## src/rtl/reg_pair_writeback.sv

```systemverilog
// Write-back stage: in-order queue committing to R0/R1.
// Optional REG_BYPASS_EN forwards queued writes to reg0/reg1.
module reg_pair_writeback #(
  parameter int DATA_WIDTH  = 16,
  parameter int QUEUE_DEPTH = 2
) (
  input  logic                          clk,
  input  logic                          rst,
  input  logic                          wr_valid,
  output logic                          wr_ready,
  input  logic                          wr_select,
  input  logic [DATA_WIDTH-1:0]         wr_data,
  input  logic                          commit_en,
  input  logic                          flush,
  output logic [DATA_WIDTH-1:0]         reg0,
  output logic [DATA_WIDTH-1:0]         reg1,
  output logic [$clog2(QUEUE_DEPTH):0]  pending,
  output logic                          commit_valid,
  output logic                          commit_select
);

  localparam int PW = $clog2(QUEUE_DEPTH);
  localparam int CW = PW + 1;

  logic [PW-1:0]         head;
  logic [PW-1:0]         tail;
  logic [CW-1:0]         count;
  logic                  q_sel  [QUEUE_DEPTH];
  logic [DATA_WIDTH-1:0] q_data [QUEUE_DEPTH];
  logic [DATA_WIDTH-1:0] r0;
  logic [DATA_WIDTH-1:0] r1;

  logic full;
  logic empty;
  logic push;
  logic pop;

  assign full     = (count == CW'(QUEUE_DEPTH));
  assign empty    = (count == '0);
  // ready ignores a same-cycle commit on purpose
  assign wr_ready = !full && !flush && !rst;
  assign push     = wr_valid && wr_ready;
  assign pop      = commit_en && !empty && !flush;
  assign pending  = count;

  // queue storage; contents are meaningless outside [head, tail)
  always_ff @(posedge clk) begin
    if (push) begin
      q_sel[tail]  <= wr_select;
      q_data[tail] <= wr_data;
    end
  end

  // pointers, occupancy, architectural registers and commit pulse
  always_ff @(posedge clk or posedge rst) begin
    if (rst) begin
      head          <= '0;
      tail          <= '0;
      count         <= '0;
      r0            <= '0;
      r1            <= '0;
      commit_valid  <= 1'b0;
      commit_select <= 1'b0;
    end else if (flush) begin
      head         <= tail;
      count        <= '0;
      commit_valid <= 1'b0;
    end else begin
      if (push) begin
        tail <= tail + PW'(1);
      end
      if (pop) begin
        head          <= head + PW'(1);
        commit_valid  <= 1'b1;
        commit_select <= q_sel[head];
        if (q_sel[head]) begin
          r1 <= q_data[head];
        end else begin
          r0 <= q_data[head];
        end
      end else begin
        commit_valid <= 1'b0;
      end
      unique case ({push, pop})
        2'b10:   count <= count + CW'(1);
        2'b01:   count <= count - CW'(1);
        default: count <= count;
      endcase
    end
  end

`ifdef REG_BYPASS_EN
  logic [DATA_WIDTH-1:0] byp0;
  logic [DATA_WIDTH-1:0] byp1;
  logic [PW-1:0]         idx;

  // walk oldest to youngest so the youngest match wins
  always_comb begin
    byp0 = r0;
    byp1 = r1;
    idx  = head;
    for (int i = 0; i < QUEUE_DEPTH; i++) begin
      idx = head + PW'(i);
      if (CW'(i) < count) begin
        if (q_sel[idx]) begin
          byp1 = q_data[idx];
        end else begin
          byp0 = q_data[idx];
        end
      end
    end
  end

  assign reg0 = byp0;
  assign reg1 = byp1;
`else
  assign reg0 = r0;
  assign reg1 = r1;
`endif

endmodule

```

## config.mk

```make
export PLATFORM = sky130hd
export DESIGN_NAME = reg_pair_writeback
export DESIGN_NICKNAME = d
export VERILOG_FILES = /design/src/rtl/reg_pair_writeback.sv
export SDC_FILE = /design/constraint.sdc
export NUM_CORES = 1
export LEC_CHECK = 0
export CORE_AREA = 4 4 111 113
export DETAILED_ROUTE_END_ITERATION = 16
export DIE_AREA = 0 0 115 117
export PLACE_DENSITY = 0.43
export SLEW_MARGIN = 40
export SYNTH_ARGS = -nofsm -noshare
export SYNTH_HDL_FRONTEND = slang
export SYNTH_SLANG_ARGS = --single-unit
```

## constraint.sdc

```tcl
create_clock -name clk -period 5.9 [get_ports clk]
set_clock_uncertainty 0.15 [all_clocks]
set_input_delay 0.59 -clock clk [delete_from_list [all_inputs] [get_ports clk]]
set_output_delay 0.59 -clock clk [all_outputs]
set_load 0.05 [all_outputs]
```

## Word-level counts from Yosys, hierarchy flattened

Memory sizes are Yosys's and may differ from the RTL's.
Cells that the tools add are included.

- Add/subtract/negate cells: 4
- Eq/ne operators: 3
- Mux-type cells: 8
- Bitwise operators: 2
- Reduce and logical (&&, ||, !) cells: 16

Operator list:

| cell | number |
|---|---|
| 2-to-1 mux 1 bit | 6 |
| AND reduction 3 bit | 2 |
| logical AND 1 bit | 5 |
| equality test 2 bit (second input constant) | 2 |
| zero test 1 bit | 4 |
| one-hot mux 2 bit (2 select lines) | 1 |
| AND reduction 2 bit | 2 |
| nonzero test 3 bit | 1 |
| adder 1 bit (second input constant) | 2 |
| adder 2 x 1 -> 2 bit (second input constant) | 1 |
| equality test 2 x 1 -> 1 bit (second input constant) | 1 |
| zero test 2 bit | 1 |
| 2-to-1 mux 2 bit | 1 |
| NOT 1 bit | 2 |
| nonzero test 2 bit | 1 |
| subtractor 2 x 1 -> 2 bit (second input constant) | 1 |

- Bits in registers: 38
- Bits in writable memories: 34
- Input port bits: 22
- Output and inout bits: 37
- Logic and storage cells: 42
- Memories kept: 2

Memories:

| name | depth | width | rd ports | clocked after memory_dff | write ports | line | RTL |
|---|---|---|---|---|---|---|---|
| q_data | 2 | 16 | 1 | 0 | 1 | 29 | `logic [DATA_WIDTH-1:0] q_data [QUEUE_DEPTH];` |
| q_sel | 2 | 1 | 1 | 0 | 1 | 28 | `logic q_sel [QUEUE_DEPTH];` |

## Longest topological paths before layout

Gate-level depths: netlist of the first run.

- Depth after elaboration: 8
- Depth in mapped cells: 5
- Mapped depth without buffers: 3

## Worst setup path after synthesis of the first run

Ideal clock, no wire load.

- Path type: register to register
- From: reg count[1], in the netlist pending[1]
- To: mem q_data[1][0] (enable)
- Setup time: 0.375 ns
- Arrival time: 2.613 ns
- Slack: 2.762 ns
- Stages on the path, launching flop included: 4
- Path buffers: 0
- Cells stage by stage: dfrtp_1 > nor2b_1 > nor3_1 > and3_1

- Word-level cells in the longest chain between the ends: 7

Ends and longest elaborated chain:

| element | line | RTL |
|---|---|---|
| from (decl) | 27 | `logic [CW-1:0] count;` |
| from (signal assigned) | 85 | `2'b10: count <= count + CW'(1);` |
| from (signal assigned) | 86 | `2'b01: count <= count - CW'(1);` |
| from (signal assigned) | 87 | `default: count <= count;` |
| equality test 2 bit | 38 | `assign full = (count == CW'(QUEUE_DEPTH));` |
| zero test 1 bit | 41 | `assign wr_ready = !full && !flush && !rst;` |
| logical AND 1 bit (2 in series) | 41 |  |
| net wr_ready | 10 | `output logic wr_ready,` |
| logical AND 1 bit | 42 | `assign push = wr_valid && wr_ready;` |
| 2-to-1 mux 1 bit | 48 | `if (push) begin` |
| 2-to-1 mux 1 bit (not written as such) | 50 | `q_data[tail] <= wr_data;` |
| to (decl) | 29 |  |

The timed path passes the listed nets, and every way through them passes these cells.

## Final worst setup path of the first run

- From: in flush
- To: out wr_ready

- Word-level cells in the longest chain between the ends: 3

Ends and longest elaborated chain:

| element | line | RTL |
|---|---|---|
| from (decl) | 14 | `input logic flush,` |
| zero test 1 bit | 41 |  |
| logical AND 1 bit (2 in series) | 41 |  |
| to (decl) | 10 |  |

No other way between the ends.

==> results by group, run 1 <==
Pwr
  – Logic pwr share: 0.386
  – Power share of the clock group: 0.269
  – Leakage: 1.480 nW
  – Pwr dens: 561.8 nW/um^2
  – Int Pwr: 1.382 mW
  – Switching part of the total: 0.3671
  – Peak supply drop: 0.3610 mV
  – Switching power: 0.8016 mW
  – Sequential share of power: 0.345

Setup path
  – Setup CP Type: in -> out
  – Nature of the critical path endpoint: output pin
  – CP max FO: 9
  – Worst Path Required: 5160 ps
  – Setup crit start kind: input port
  – Worst Path Arrival: 2390 ps

Floorplan
  – Overall die height: 117 um
  – IO Count: 59
  – Row count: 39
  – Die Area: 13,460 um^2
  – Core Box Area: 11,320 um^2
  – Initial Util: 0.2462
  – Die X-Extent: 115 um

Synth
  – FFs w/ async S/R, synth: 0.5278
  – Area share of the largest cell type after synthesis: 0.3662
  – Post-synthesis compound-gate area fraction: 0.02065
  – Syn Nets: 173
  – Synth warn: 0
  – Number of synthesized flops with an enable pin: 34
  – Post-Syn Instances: 151
  – Synth top area cells: edfxtp_1 37%, dfrtp_1 34%, mux2_2 16%, mux2_4 4.8%, buf_6 0.81%
  – Top cell type by total area after synthesis: edfxtp_1
  – Synth Area in Adders: 0
  – Synthesized area: 2788 um^2
  – Post-Synth Simple-Gate Area: 0.03366
  – Ys flop type: dfrtp_1
  – Top-count cell post-synth: mux2_2
  – Seq/Total Area, Yosys: 0.7074
  – Fraction of synthesized area in multiplexers: 0.2145
  – Syn_area_per_cell: 18.46 um^2
  – Count of cell types in the netlist: 29
  – Largest family of logic cells by synthesized area: multiplexers
  – Top cells by instance count after synthesis: 39 x mux2_2, 38 x dfrtp_1, 34 x edfxtp_1
  – Yosys reg bits: 72
  – Post-Synth XOR/XNOR Area: 0.006284

Timing
  – Crit share post-route: 0.5310
  – Slew HR: 0.6420
  – RSZ-0062 raised after global routing: false
  – Post-route worst setup slack: 2767 ps
  – Min Tclk post-route: 3133 ps
  – Final setup viols: 0
  – Total negative slack: 0 ps
  – Final Max Slew Viols: 0
  – Fmax: 319.2 MHz
  – Worst-Margin Slew: 537.0 ps
  – Final Hold Violating Endpoints: 0

CTS
  – Max clock buf depth: 2
  – TritonCTS clock tree: built
  – Post-CTS Hold Buffers: 0
  – Cts repair resizes: 0
  – Total CTS buffers: 9
  – Postcts setup bufs: 0
  – Sink Count: 72
  – H-tree depth: 3
  – Clock Latency Late Sink: 320 ps
  – CTS Root Cell: clkbuf_16
  – Worst-path clk slew: 50 ps

Route
  – Initial DRT Pass Iterations: 4
  – WL/cell: 16.12 um
  – DR iter-0 viols: 51
  – Via total after detailed routing: 1,508
  – Final WL: 5917 um
  – Via/cell ratio: 4.109
  – Drc violations: 0
  – Final ANT Viol Nets: 0

Layout
  – Area of the multi-input gates: 782.0 um^2
  – # diodes: 0
  – # nets final: 241
  – Share of cells above drive strength 1: 0.3438
  – FF/Latch Area: 1973 um^2
  – Layout area overhead: 39.45%
  – Fill count: 1,129

Placed design
  – HPWL after DPL: 3943 um
  – Placer Congestion: 0.7203
  – Worst slack, placed: 2782 ps
  – IO buf count: 58

Global routing
  – First-pass GRT wire length: 9259 um
  – Tot GR Track Use: 0.09279
  – Grt total ovfl: 0
  – Number of global-route vias before repair: 1,681
  – Initial antenna violation count: 0
  – Largest net degree at the start of global routing: 40

Run status
  – Status: complete, no violations

Min path
  – Tightest Hold Check Type: reg -> reg

Run
  – Max-cap viol count: 0
## cells by family (layout without fill, tap and decap cells)
logic type | count (synthesis) | count (layout)
flops | 72 | 72
mux | 50 | 50
simple gates | 13 | 13
compound gates | 8 | 8
buf+inv | 6 | 79
xor+xnor | 2 | 2
## layout make-up
class / count / area share
flip-flops and latches: 72 / 0.5076
multi-input cells: 73 / 0.2012
repair buffers: 62 / 0.1590
clock buffers: 11 / 0.06501
well taps: 143 / 0.04603
clock inverters: 5 / 0.02028
inverters: 1 / 0.0009656
## final timing paths
kind / to / slack (ps) / cells after the start / startpoint
setup / recovery: wr_ready / 2770 / 3 / flush
hold / removal: reg1[0] / 350 / 1 / reg1[0]
setup reg to reg: reg0[8] / 3420 / 4 / head
hold reg to reg: reg1[0] / 350 / 1 / reg1[0]
max in group asynchronous: head / 4540 / 3 / rst
min in group asynchronous: commit_select / 680 / 3 / rst
## placed cells by master (no fill, tap or decap), drive strengths merged
| cell | instances |
|---|---|
| clkdlybuf4s50 | 58 |
| mux2 | 48 |
| dfrtp | 38 |
| edfxtp | 34 |
| clkbuf | 11 |
| clkinv | 4 |
| buf | 4 |
| nor2 | 3 |
| nor2b | 2 |
| a21oi | 2 |
| bufinv | 2 |
| o21ai | 2 |
| mux2i | 2 |
| nor3 | 2 |
| nand2b | 1 |
| o211ai | 1 |
| nor4bb | 1 |
| o21bai | 1 |
| or4b | 1 |
| xnor2 | 1 |
| xor2 | 1 |
| nand2 | 1 |
| nor3b | 1 |
| o21ba | 1 |
| and3 | 1 |
| a32oi | 1 |
## flip-flops by register name (all words and copies together), names as in the netlist
register and count:
pending 2, q_data 32, commit_valid 1, head 1, reg1 16, q_sel 2
reg0 16, commit_select 1, tail 1
## power by group through the flow
stage | logic (mW) | clock network [mW] | registers (mW)
after global routing | 0.880 | 0.632 | 0.771
final | 0.843 | 0.588 | 0.753
after global placement | 0.847 | 0 | 0.763
after CTS | 0.853 | 0.605 | 0.757
after floorplan | 0.205 | 0 | 1.11
after detailed placement | 0.849 | 0 | 0.761
## per-layer routing
layer	GRT usage	routed length, um	vias up	part of all wire
li1	-	-	701	-
met1	0.1171	2672	758	0.45
met2	0.1412	2789	37	0.47
met3	0.03290	326	12	0.055
met4	0.04695	129	0	0.022
met5	0	0	-	0
## per-stage QoR
stage	power, mW	hold slack, ps	util	area (um^2)	std cells
6_report	2.184	353.9	0.3434	3887	367
5_1_grt	2.283	371.7	0.3434	3887	367
3_5_place_dp	1.610	344.9	0.3141	3556	351
4_1_cts	2.214	361.6	0.3434	3887	367
3_3_place_gp	1.611	344.6	0.3115	3526	349
2_1_floorplan	1.316	328.6	-	2788	151
## critical path, stage by stage
cell	delay, ps
clkdlybuf4s50_1	630
nor3_1	320
clkdlybuf4s50_1	850
Power figures use the tool's default switching activity.
==> run 2, diff against run 1 <==
--- a/config.mk
+++ b/config.mk
@@ -8,7 +8,7 @@
 export CORE_AREA = 4 4 111 113
 export DETAILED_ROUTE_END_ITERATION = 16
 export DIE_AREA = 0 0 115 117
-export PLACE_DENSITY = 0.43
+export PLACE_DENSITY = 0.45
 export SLEW_MARGIN = 40
 export SYNTH_ARGS = -nofsm -noshare
 export SYNTH_HDL_FRONTEND = slang
==> constraint.sdc (replaced) <==
create_clock -name clk -period 2.58 [get_ports clk]
set_clock_uncertainty 0.15 [all_clocks]
set_input_delay 0.258 -clock clk [delete_from_list [all_inputs] [get_ports clk]]
set_output_delay 0.258 -clock clk [all_outputs]
set_load 0.05 [all_outputs]
==> results by group, run 2 (synthesis results as in run 1) <==
Run status
  – Status: complete, no violations

Setup path
  – CP max FO: 17
  – Reg-to-reg startpoint: pending[1]
  – Max incr delay on CP: 700 ps
  – Setup CP Type: reg -> reg
  – Setup crit start kind: flop
  – Nature of the critical path endpoint: flop
  – Worst setup startpoint: pending[1]
  – Worst Path Required: 2460 ps
  – Critical-path cell list: nor2b_1 -> or4b_2 -> nor2_4 -> buf_12
  – Worst Path Arrival: 1980 ps
  – Highest-delay cell along the critical path: or4b_2

Global routing
  – First-pass GRT wire length: 9052 um
  – Largest net degree at the start of global routing: 39
  – Tot GR Track Use: 0.09215
  – Met1 Usage GRT: 0.1168
  – Initial antenna violation count: 0
  – Grt total ovfl: 0
  – M3 GR Usage: 0.03136
  – Number of global-route vias before repair: 1,670
  – Gr busiest metal: met2
  – GRT met2 Usage: 0.1451

Placed design
  – IO buf count: 58
  – HPWL after DPL: 3857 um
  – Placer Congestion: 0.7059
  – Worst slack, placed: 335.6 ps

Timing
  – Min Tclk post-route: 2104 ps
  – Fmax: 475.3 MHz
  – Min Hold Slack: 356.8 ps
  – Crit share post-route: 0.8154
  – Final Hold Violating Endpoints: 0
  – RSZ-0062 raised after global routing: false
  – Final setup viols: 0
  – Total negative slack: 0 ps
  – Slew HR: 0.6491
  – Post-route worst setup slack: 476.1 ps
  – Worst-Margin Slew: 524.7 ps
  – Final Max Slew Viols: 0

Pwr
  – Peak supply drop: 0.4443 mV
  – Logic pwr share: 0.400
  – Switching power: 1.838 mW
  – Pwr dens: 1262 nW/um^2
  – Post-layout total power: 4.964 mW
  – Sequential share of power: 0.335
  – Leakage: 1.511 nW
  – Power share of the clock group: 0.265
  – Switching part of the total: 0.3702
  – Int Pwr: 3.127 mW

Layout
  – Commonest non-fill, non-tap cells in the layout: 57 x clkdlybuf4s50_1, 39 x mux2_2, 38 x dfrtp_1
  – Layout area overhead: 41.07%
  – Share of cells above drive strength 1: 0.3652
  – # nets final: 247
  – Biggest register: q_data
  – Max reg flops: 32
  – Most common cell after layout, fill and taps aside: clkdlybuf4s50_1
  – # diodes: 0

Min path
  – Tightest Hold Check Type: reg -> reg
  – HP Start: reg1[14]

CTS
  – Cts repair resizes: 0
  – H-tree depth: 3
  – Worst-path clk slew: 60 ps
  – Sink Count: 72
  – Post-CTS Hold Buffers: 0
  – CTS Root Cell: clkbuf_16
  – Clock Latency Late Sink: 320 ps
  – Total CTS buffers: 9
  – Postcts setup bufs: 0
  – Max clock buf depth: 2
  – TritonCTS clock tree: built

Floorplan
  – Core Box Area: 11,320 um^2
  – Die Area: 13,460 um^2
  – Row count: 39
  – Initial Util: 0.2462
  – Overall die height: 117 um
  – Die X-Extent: 115 um
  – IO Count: 59

Route
  – DR iter-0 viols: 57
  – WL/cell: 15.50 um
  – Via/cell ratio: 4.083
  – Initial DRT Pass Iterations: 4
  – Final WL: 5782 um
  – Via total after detailed routing: 1,523
  – Drc violations: 0
  – Final ANT Viol Nets: 0

Run
  – Max-cap viol count: 0
-- run 2: changes by cell type in the layout (fill, tap and decap cells not counted), sizes merged --
cell,before,now
buf,4,11
clkbuf,11,9
inv,0,2
clkdlybuf4s50,58,57
clkinv,4,3
clkinvlp,0,1
-- run 2: worst max-delay path, delay by kind of cell (launching register included) --
| family | cells | cell delay (ps) |
|---|---|---|
| buffers and inverters | 1 | 170 |
| flip-flops | 1 | 440 |
| AND/OR/NAND/NOR | 3 | 1050 |
-- run 2: worst paths after layout --
| kind | endpoint | slack (ps) | cells after the start |
|---|---|---|---|
| max in group asynchronous | reg0[13] | 1510 | 4 |
| min in group asynchronous | pending[0] | 400 | 4 |
| hold reg to reg | reg1[14] | 360 | 1 |
| setup / recovery | q_sel[0] | 480 | 4 |
| hold / removal | reg1[14] | 360 | 1 |
| setup reg to reg | q_sel[0] | 480 | 4 |
-- run 2: cell type report --
| class | instances | area (um^2) |
|---|---|---|
| clock buffer | 9 | 225.2 |
| clock inverter | 7 | 95.09 |
| multi-input combinational | 73 | 792.0 |
| sequential | 72 | 1972 |
| timing repair buffer | 68 | 665.6 |
| fill | 1121 | 7388 |
| inverter | 1 | 3.754 |
| tap | 143 | 178.9 |
-- run 2: routing by layer --
| metal | part of all wire | vias to the layer above | wire length [um] |
|---|---|---|---|
| met2 | 0.49 | 37 | 2825 |
| li1 | - | 714 | - |
| met4 | 0.012 | 0 | 69 |
| met5 | 0 | - | 0 |
| met1 | 0.45 | 767 | 2575 |
| met3 | 0.054 | 5 | 312 |
-- run 2: power groups by stage --
stage               sequential, mW  combinational (mW)  clock [mW]
finish                        1.66                1.99        1.32
global route                  1.71                2.08        1.41
CTS                           1.67                2.02        1.36
detailed placement            1.69                2.01           0
global placement              1.69                2.00           0
floorplan                     2.54               0.470           0
-- run 2: stage by stage --
| step | std cells | util | area [um^2] |
|---|---|---|---|
| 2_1_floorplan | 151 | - | 2806 |
| 3_3_place_gp | 357 | 0.3191 | 3612 |
| 3_5_place_dp | 357 | 0.3191 | 3612 |
| 4_1_cts | 373 | 0.3474 | 3933 |
| 5_1_grt | 373 | 0.3474 | 3933 |
| 6_report | 373 | 0.3474 | 3933 |
==> run 3, diff against run 2 <==
==> constraint.sdc (replaced) <==
create_clock -name clk -period 1.9 [get_ports clk]
set_clock_uncertainty 0.15 [all_clocks]
set_input_delay 0.19 -clock clk [delete_from_list [all_inputs] [get_ports clk]]
set_output_delay 0.19 -clock clk [all_outputs]
set_load 0.05 [all_outputs]
==> results by group, run 3 (synthesis results as in run 1) <==
Timing
  – Final setup viols: 0
  – RSZ-0062 raised after global routing: false
  – Final Max Slew Viols: 0
  – Fmax: 545.6 MHz
  – Min Tclk post-route: 1833 ps
  – Crit share post-route: 0.9646
  – Worst-Margin Slew: 503.5 ps
  – Slew HR: 0.6633
  – Final Hold Violating Endpoints: 0

Layout
  – # nets final: 252
  – # diodes: 0
  – Share of cells above drive strength 1: 0.4085
  – Biggest register: q_data
  – Layout area overhead: 42.46%
  – Most common cell after layout, fill and taps aside: clkdlybuf4s50_1
  – Max reg flops: 32
  – Layout Cells excl Fill: 378
  – Fill count: 1,125
  – Commonest non-fill, non-tap cells in the layout: 54 x clkdlybuf4s50_1, 39 x mux2_2, 36 x dfrtp_1

CTS
  – Clock Latency Late Sink: 320 ps
  – Worst-path clk slew: 60 ps
  – CTS Root Cell: clkbuf_16
  – Total CTS buffers: 9
  – Postcts setup bufs: 0
  – Max clock buf depth: 2
  – Post-CTS Hold Buffers: 0
  – Sink Count: 72
  – Cts repair resizes: 0
  – TritonCTS clock tree: built
  – H-tree depth: 3

Placed design
  – HPWL after DPL: 3901 um
  – IO buf count: 58
  – Placer Congestion: 0.6552
  – Placed insts: 362

Route
  – Initial DRT Pass Iterations: 4
  – WL/cell: 14.91 um
  – Final WL: 5637 um
  – Via/cell ratio: 4.050
  – Final ANT Viol Nets: 0
  – Via total after detailed routing: 1,531
  – DR iter-0 viols: 51
  – Drc violations: 0

Setup path
  – Max incr delay on CP: 810 ps
  – Highest-delay cell along the critical path: clkdlybuf4s50_1
  – Worst Path Required: 1560 ps
  – Setup crit start kind: flop
  – Nature of the critical path endpoint: output pin
  – Setup CP Type: reg -> out
  – Worst setup startpoint: reg0[13]
  – Stages on worst setup path: 1
  – CP max FO: 2
  – Crit Reg-Reg Endpoint: q_data[0][1]
  – Reg2Reg Setup Slack: 110 ps
  – Worst Path Arrival: 1490 ps
  – CP endpoint: reg0[13]
  – Critical-path cell list: clkdlybuf4s50_1
  – FF-to-FF path depth: 4
  – Reg-to-reg startpoint: pending[1]
  – CP bufs+invs: 1
  – Crit path max-delay family: buffers and inverters

Pwr
  – Power share of the clock group: 0.249
  – Int Pwr: 4.114 mW
  – Switching part of the total: 0.3764
  – Leakage: 1.526 nW
  – Pwr dens: 1661 nW/um^2
  – Switching power: 2.483 mW
  – Post-layout total power: 6.598 mW
  – Logic pwr share: 0.408
  – Sequential share of power: 0.343
  – Peak supply drop: 0.7702 mV

Floorplan
  – Initial Util: 0.2462
  – Overall die height: 117 um
  – Row count: 39
  – Core Box Area: 11,320 um^2
  – Die X-Extent: 115 um
  – IO Count: 59
  – Die Area: 13,460 um^2

Global routing
  – Grt total ovfl: 0
  – Initial antenna violation count: 0
  – First-pass GRT wire length: 9108 um
  – Largest net degree at the start of global routing: 39
  – Number of global-route vias before repair: 1,707
  – Tot GR Track Use: 0.09095

Run status
  – Status: complete, no violations

Run
  – Max-cap viol count: 0

Min path
  – Tightest Hold Check Type: in -> reg
run 3: cell types whose count changed in the layout (fill, tap and decap cells not counted), moves of 2 or more:
| cell | previous run | this run |
|---|---|---|
| dfrtp_2 | 0 | 2 |
| buf_4 | 10 | 17 |
| dfrtp_1 | 38 | 36 |
| clkdlybuf4s50_1 | 57 | 54 |
run 3: how the worst min path moves through the flow:
stage,start,cells past startpoint,end
floorplan,wr_data[0],0,q_data[0][0]
global placement,reg1[5],1,reg1[5]
detailed placement,reg1[5],1,reg1[5]
CTS,wr_data[8],1,q_data[1][8]
global route,wr_data[4],1,q_data[0][4]
finish,wr_data[14],1,q_data[0][14]
run 3: through the flow:
step                worst slack, ps  cell area [um^2]  TNS (ps)  hold WS (ps)  utilization
floorplan                    -159.6              2831     -5298         138.9            -
global placement             -61.56              3674     -1048         344.6       0.3245
detailed placement           -77.23              3674     -1578         348.9       0.3245
CTS                           48.16              3971         0         291.8       0.3508
global route                  7.009              3971         0         309.4       0.3508
finish                        67.31              3971         0         302.0       0.3508
run 3: power by group through the flow:
stage	clock [mW]	sequential, mW	combinational [mW]
6_report	1.64	2.26	2.69
5_1_grt	1.78	2.33	2.81
4_1_cts	1.69	2.28	2.73
3_5_place_dp	0	2.30	2.73
3_3_place_gp	0	2.30	2.71
2_1_floorplan	0	3.46	0.644
run 3: routing by layer:
layer | vias to the layer above | part of all wire | wire, um | global-route usage
met3 | 8 | 0.047 | 267 | 0.02622
met1 | 762 | 0.47 | 2635 | 0.1172
li1 | 725 | - | - | -
met4 | 0 | 0.016 | 88 | 0.03991
met5 | - | 0 | 0 | 0
met2 | 36 | 0.47 | 2646 | 0.1431
run 3: cell type report:
cell class / instances / area [um^2] / share of cell area
clock buffer: 9 / 225.2 / 0.05671
tap: 143 / 178.9 / 0.04505
timing repair buffer: 73 / 708.2 / 0.1783
inverter: 1 / 3.754 / 0.0009452
sequential: 72 / 1974 / 0.4972
multi-input combinational: 73 / 808.3 / 0.2035
clock inverter: 7 / 72.57 / 0.01827
==> RTL edit 1: new RTL, settings of run 2 <==
Add a define of `REG_BYPASS_EN`.
--- a/src/rtl/reg_pair_writeback.sv
+++ b/src/rtl/reg_pair_writeback.sv
@@ -1,4 +1,6 @@
 // Write-back stage: in-order queue committing to R0/R1.
 // Optional REG_BYPASS_EN forwards queued writes to reg0/reg1.
+`define REG_BYPASS_EN
+
 module reg_pair_writeback #(
   parameter int DATA_WIDTH  = 16,
Function: changed (Yosys sat finds a counterexample within 4 cycles, from zero or initial values and one cycle with rst high).
==> RTL edit 1 against run 2 <==
Setup slack got worse by 0.38 ns; count of clock-buffer cells in the layout did not move; core utilization rose by 18 points; largest power group unchanged; power rose by 90%; routed wire length rose by 110%; area after synthesis rose by 39%; hold slack got worse by 0.043 ns; design area rose by 52%; sequential cell count did not move.
==> RTL edit 1: results (changes against run 2) <==
Critical path
  • R2R cell count: 5 (+1)
  • Worst flop-to-flop path startpoint: pending[1]
  • Crit path DAT: 2.08 ns (+0.10 ns)
  • R2r setup slk: 0.24 ns (-0.24 ns)
  • R2r endpoint: pending[1]
  • Slowest-stage cell, CP: dfrtp_2
  • Critical-path maximum fanout: 9 (-8)
  • Slowest cell delay on critical path: 0.38 ns (-0.32 ns)

Drt
  • Met3 routed WL: 522 um (+67%)
  • DRT iter0 DRCs: 149 (+160%)
  • Post-route ant nets: 0 (unchanged)
  • M1 WL: 5.39 mm (+110%)
  • WL/cell: 22.1 um (+42%)
  • DR WL met2: 6.12 mm (+120%)
  • Pre-Repair DR Iteration Count: 4 (unchanged)
  • Highest routed layer: met4
  • Routed vias/inst: 5.68 (+39%)

Synth
  • Sequential area share after synthesis: 50.8% (-20 points)
  • Synth cell types: 34 (+17%)
  • Post-Syn Nets: 355 (+110%)
  • Async set-or-reset flop fraction in the synthesized netlist: 52.8% (unchanged)
  • Synth warn: 0 (unchanged)
  • Ys flop type: dfrtp_1
  • Post-synth top cells: mux2_2, dfrtp_1, edfxtp_1, a21oi_1
  • Area contributors post-synth: edfxtp_1, dfrtp_1, mux2_2, o31ai_1, o22ai_1
  • Post-synth EDFFs: 34 (unchanged)

Cells and area
  • Largest registers: q_data (32), r0 (16), r1 (16)
  • Share of cells above drive strength 1: 48.7% (+12 points)
  • Fill cell count: 979 (-13%)
  • Area occupied by multi-input gates: 2320 um^2 (+190%)
  • Final antenna diode count: 0 (unchanged)
  • Net count, final: 433 (+75%)

Global routing
  • Initial antenna violation count: 0 (unchanged)
  • Largest net degree at the start of global routing: 39 (unchanged)
  • Number of global-route vias before repair: 3265 (+96%)
  • Total track usage: 19.2% (+10 points)
  • First-pass GRT wire length: 19.0 mm (+110%)

Place
  • Port bufs: 58 (unchanged)
  • GP Congestion: 0.777 (+10%)
  • Post-DP HPWL: 7.81 mm (+100%)
  • Area of placed instances: 5460 um^2 (+51%)

Pwr
  • LEAKAGE: 2.19 nW (+45%)
  • Switching part of the total: 44.3% (+7.3 points)
  • VDD IR max: 0.838 mV (+89%)
  • Clock power frac: 14.6% (-12 points)

Clock network
  • Max H-tree Level: 3 (unchanged)
  • CTS root buf: clkbuf_16
  • Worst skew pair latency: 0.34 ns (+0.02 ns)
  • Hold-fix buffers, CTS: 0 (unchanged)
  • Max Root-Sink Buffers: 2 (unchanged)
  • Clock slew at reported path FFs: 0.06 ns (about the same)
  • Inserted Clock Buffers: 9 (unchanged)

STA
  • Rel. slew slack: 64.5% (-0.44 points)

Status
  • Outcome: complete, no violations

Hold path
  • HP Class: in -> async
-- RTL edit 1: cell types whose count changed in the layout (fill, tap and decap cells not counted), sizes merged, moves of 31 or more --
cell           before  now
buf                11   69
clkdlybuf4s50      57   25
nand3               0   32
o22ai               0   32
o31ai               0   32
a21oi               2   33
-- RTL edit 1: worst max path at each step --
| stage | startpoint | to | slack [ns] |
|---|---|---|---|
| floorplan | pending[1] | reg0[10] | 0.009 |
| global placement | pending[0] | reg0[6] | 0.12 |
| detailed placement | pending[0] | reg0[10] | 0.10 |
| CTS | pending[0] | reg1[15] | 0.001 |
| global route | head | reg0[15] | 0.01 |
| finish | pending[0] | reg0[12] | 0.09 |
-- RTL edit 1: cells by family (layout without fill, tap and decap cells) --
logic type,Yosys count,count (layout),synth area share [%]
AND/OR/NAND/NOR,49,50,7.38
multiplexers,69,69,20.1
AO/OA/AOI/OAI,101,101,16.3
buffers and inverters,32,114,3.48
adder cells (fa/ha/maj),4,4,1.26
XOR/XNOR,3,3,0.677
flip-flops,72,72,50.8
-- RTL edit 1: what timing repair did --
action	CTS	global route
gates cloned	1	1
endpoints found under the setup margin	32	16
gates resized for setup	26	3
buffers inserted	3	1
pin swaps	5	2
-- RTL edit 1: cell type report --
| cell class | instances | share of cell area [%] |
|---|---|---|
| clock buffer | 9 | 3.76 |
| sequential | 72 | 33.0 |
| timing repair buffer | 94 | 19.6 |
| inverter | 4 | 0.251 |
| tap | 143 | 2.99 |
| multi-input combinational | 227 | 38.7 |
| clock inverter | 7 | 1.69 |
-- RTL edit 1: through the flow --
stage / instances / hold slack, ns / setup slack (ns)
3_5_place_dp: 534 / 0.328 / 0.104
4_1_cts: 554 / 0.327 / 0.00128
2_1_floorplan: 330 / 0.177 / 0.00871
5_1_grt: 556 / 0.328 / 0.0108
6_report: 556 / 0.314 / 0.0936
3_3_place_gp: 533 / 0.320 / 0.121
-- RTL edit 1: layer usage --
layer	up-vias	track usage, %
met1	1620	23.9
li1	1450	-
met2	72	32.6
met5	-	0
met4	0	6.49
met3	17	4.99
-- RTL edit 1: critical path, delay by kind of cell (launching register included) --
| family | cells | cell delay [ns] |
|---|---|---|
| adders and majority gates | 1 | 0.20 |
| buffers and inverters | 3 | 0.44 |
| and+or+nand+nor | 1 | 0.38 |
| DFF | 1 | 0.38 |
| AOI/OAI and AO/OA | 2 | 0.35 |
-- RTL edit 1: power by group through the flow --
stage	Sequential, mW	Clock (mW)	Combinational, mW
finish	1.71	1.37	6.34
global route	1.75	1.45	6.63
CTS	1.71	1.41	6.38
floorplan	1.76	0	3.83
detailed placement	1.73	0	6.12
global placement	1.72	0	6.11
==> RTL edit 2: new RTL, settings of run 2 <==
Made on the original files. Reset style: synchronous (`rst`), changed in one clocked block.
--- a/src/rtl/reg_pair_writeback.sv
+++ b/src/rtl/reg_pair_writeback.sv
@@ -53,5 +53,5 @@
 
   // pointers, occupancy, architectural registers and commit pulse
-  always_ff @(posedge clk or posedge rst) begin
+  always_ff @(posedge clk) begin
     if (rst) begin
       head          <= '0;
Check against the original RTL: differs if rst is asserted again (counterexample within 4 cycles, from zero or initial values and one cycle with rst high); with rst held inactive, the same outputs for 10 cycles.
==> RTL edit 2 against run 2 <==
Area after synthesis fell by 2.0%; design area shrank 3.1%; routed wire length grew 4.9%; sequential cell count up 1; setup slack gained 0.063 ns; critical path depth decreased by 3.
Power is not compared: it rests on default switching activity, and its combinational part moved more than twofold at a synthesized area within 25%.
==> RTL edit 2: results (changes against run 2) <==
Status
  • Outcome: complete, no violations

Place
  • Post-DP HPWL: 4.07 mm (+5.6%)
  • GP Congestion: 0.700 (-0.81%)
  • Setup WS pre-CTS: 0.347 ns (+0.0117 ns)
  • Port bufs: 58 (unchanged)
  • Post-Place Cells: 404 (+13%)
  • Area of placed instances: 3500 um^2 (-3.0%)

Drt
  • M1 WL: 2.91 mm (+13%)
  • Met3 routed WL: 237 um (-24%)
  • Highest routed layer: met4
  • DRT iter0 DRCs: 44 (-23%)
  • Routed vias/inst: 4.14 (+1.4%)
  • WL/cell: 14.4 um (-6.8%)
  • DR WL met2: 2.79 mm (-1.4%)

Critical path
  • Slowest-stage cell, CP: clkdlybuf4s50_1
  • Crit-path leading delay family: buffers and inverters
  • R2r endpoint: pending[1]
  • R2r setup slk: 0.68 ns (+0.20 ns)
  • Worst setup path category: reg -> out
  • Worst flop-to-flop path startpoint: pending[0]
  • Slowest cell delay on critical path: 0.85 ns (+0.15 ns)
  • Crit path DAT: 1.63 ns (-0.35 ns)
  • R2R cell count: 5 (+1)
  • Critical-path maximum fanout: 6 (-11)

Hold path
  • Min-delay src: reg0[7]
  • Hold Path Sink: reg0[7]
  • Hold path depth: 2 (+1)

Synth
  • Post-Syn Nets: 230 (+33%)
  • Synth Area in Adders: 0.458% (+0.46 points)
  • Post-synthesis mux area share: 19.2% (-2.2 points)
  • Sequential area share after synthesis: 66.0% (-4.8 points)
  • Ys flop type: dfxtp_1
  • Area contributors post-synth: edfxtp_1, dfxtp_1, mux2i_1, nand2_1, mux2_2
  • Synth warn: 0 (unchanged)
  • Post-synth EDFFs: 34 (unchanged)
  • Async set-or-reset flop fraction in the synthesized netlist: 0% (-53 points)
  • Synth cell types: 27 (-6.9%)
  • Post-synth top cells: nand2_1, dfxtp_1, edfxtp_1, mux2i_1, mux2_2
  • Xor and xnor fraction of the mapped netlist area: 0.962% (+0.33 points)
  • Complex-gate fraction of the synthesized area: 1.65% (-0.42 points)
  • Syn avg cell area: 13.2 um^2 (-29%)

Global routing
  • Total track usage: 9.50% (+0.28 points)
  • Grt total ovfl: 0 (unchanged)
  • First-pass GRT wire length: 9.51 mm (+5.0%)
  • Largest net degree at the start of global routing: 52 (+33%)

Pwr
  • Sw Pwr: 0.519 mW
  • LEAKAGE: 1.54 nW

Cells and area
  • Net count, final: 295 (+19%)
  • Max FFs per register: 32 (unchanged)
  • Non-Filler Instances: 420 (+13%)
  • Share of cells above drive strength 1: 13.4% (-23 points)
  • Biggest register: q_data
  • Fill cell count: 1128 (+0.62%)

STA
  • Rel. slew slack: 63.5% (-1.4 points)
  • WHS: 0.310 ns (-0.0469 ns)
  • Highest achievable clock rate: 490 MHz (+3.1%)

Clock network
  • Resize count post-CTS: 0 (unchanged)
  • Worst skew pair latency: 0.32 ns (about the same)
  • CTS root buf: clkbuf_16
  • # Post-CTS Setup Buffers: 0 (unchanged)
==> RTL edit 2: changes by cell type after synthesis, moves of 3 or more <==
| cell | change |
|---|---|
| clkbuf_1 | +3 |
| dfrtp_1 | -38 |
| dfxtp_1 | +39 |
| mux2_2 | -23 |
| mux2_4 | -8 |
| mux2i_1 | +32 |
| nand2_1 | +48 |
==> RTL edit 2: cells by family after synthesis <==
logic type	after synthesis
adder cells (fa/ha/maj)	1
flip-flops	73
AO/OA/AOI/OAI	7
multiplexers	50
XOR/XNOR	3
buffers and inverters	12
AND/OR/NAND/NOR	61
==> RTL edit 2: layer usage <==
layer / track usage, % / vias to the layer above
met3: 2.47 / 10
met1: 12.5 / 839
li1: - / 848
met2: 14.2 / 42
met5: 0 / -
met4: 5.40 / 0
==> RTL edit 2: area by class of cell <==
cell class | count | area, um^2 | share of cell area (%)
Sequential cell | 73 | 1800 | 47.3
Clock buffer | 12 | 236 | 6.21
Tap cell | 143 | 179 | 4.70
Timing Repair Buffer | 64 | 648 | 17.0
Clock inverter | 4 | 68.8 | 1.81
Inverter | 2 | 7.51 | 0.197
Multi-Input combinational cell | 122 | 868 | 22.8
==> RTL edit 2: power by group through the flow <==
stage | sequential (mW) | combinational (mW) | clock [mW]
after global routing | 1.24 | 0.154 | 1.38
after CTS | 1.24 | 0.145 | 1.33
after global placement | 1.26 | 0.144 | 0
final | 1.24 | 0.142 | 1.28
after floorplan | 1.27 | 0.0672 | 0
after detailed placement | 1.26 | 0.144 | 0
==> RTL edit 2: worst max-delay path by stage <==
stage                   endpoint
floorplan           q_data[1][0]
global placement      pending[1]
detailed placement    pending[1]
CTS                   pending[0]
global route          pending[0]
finish                pending[0]
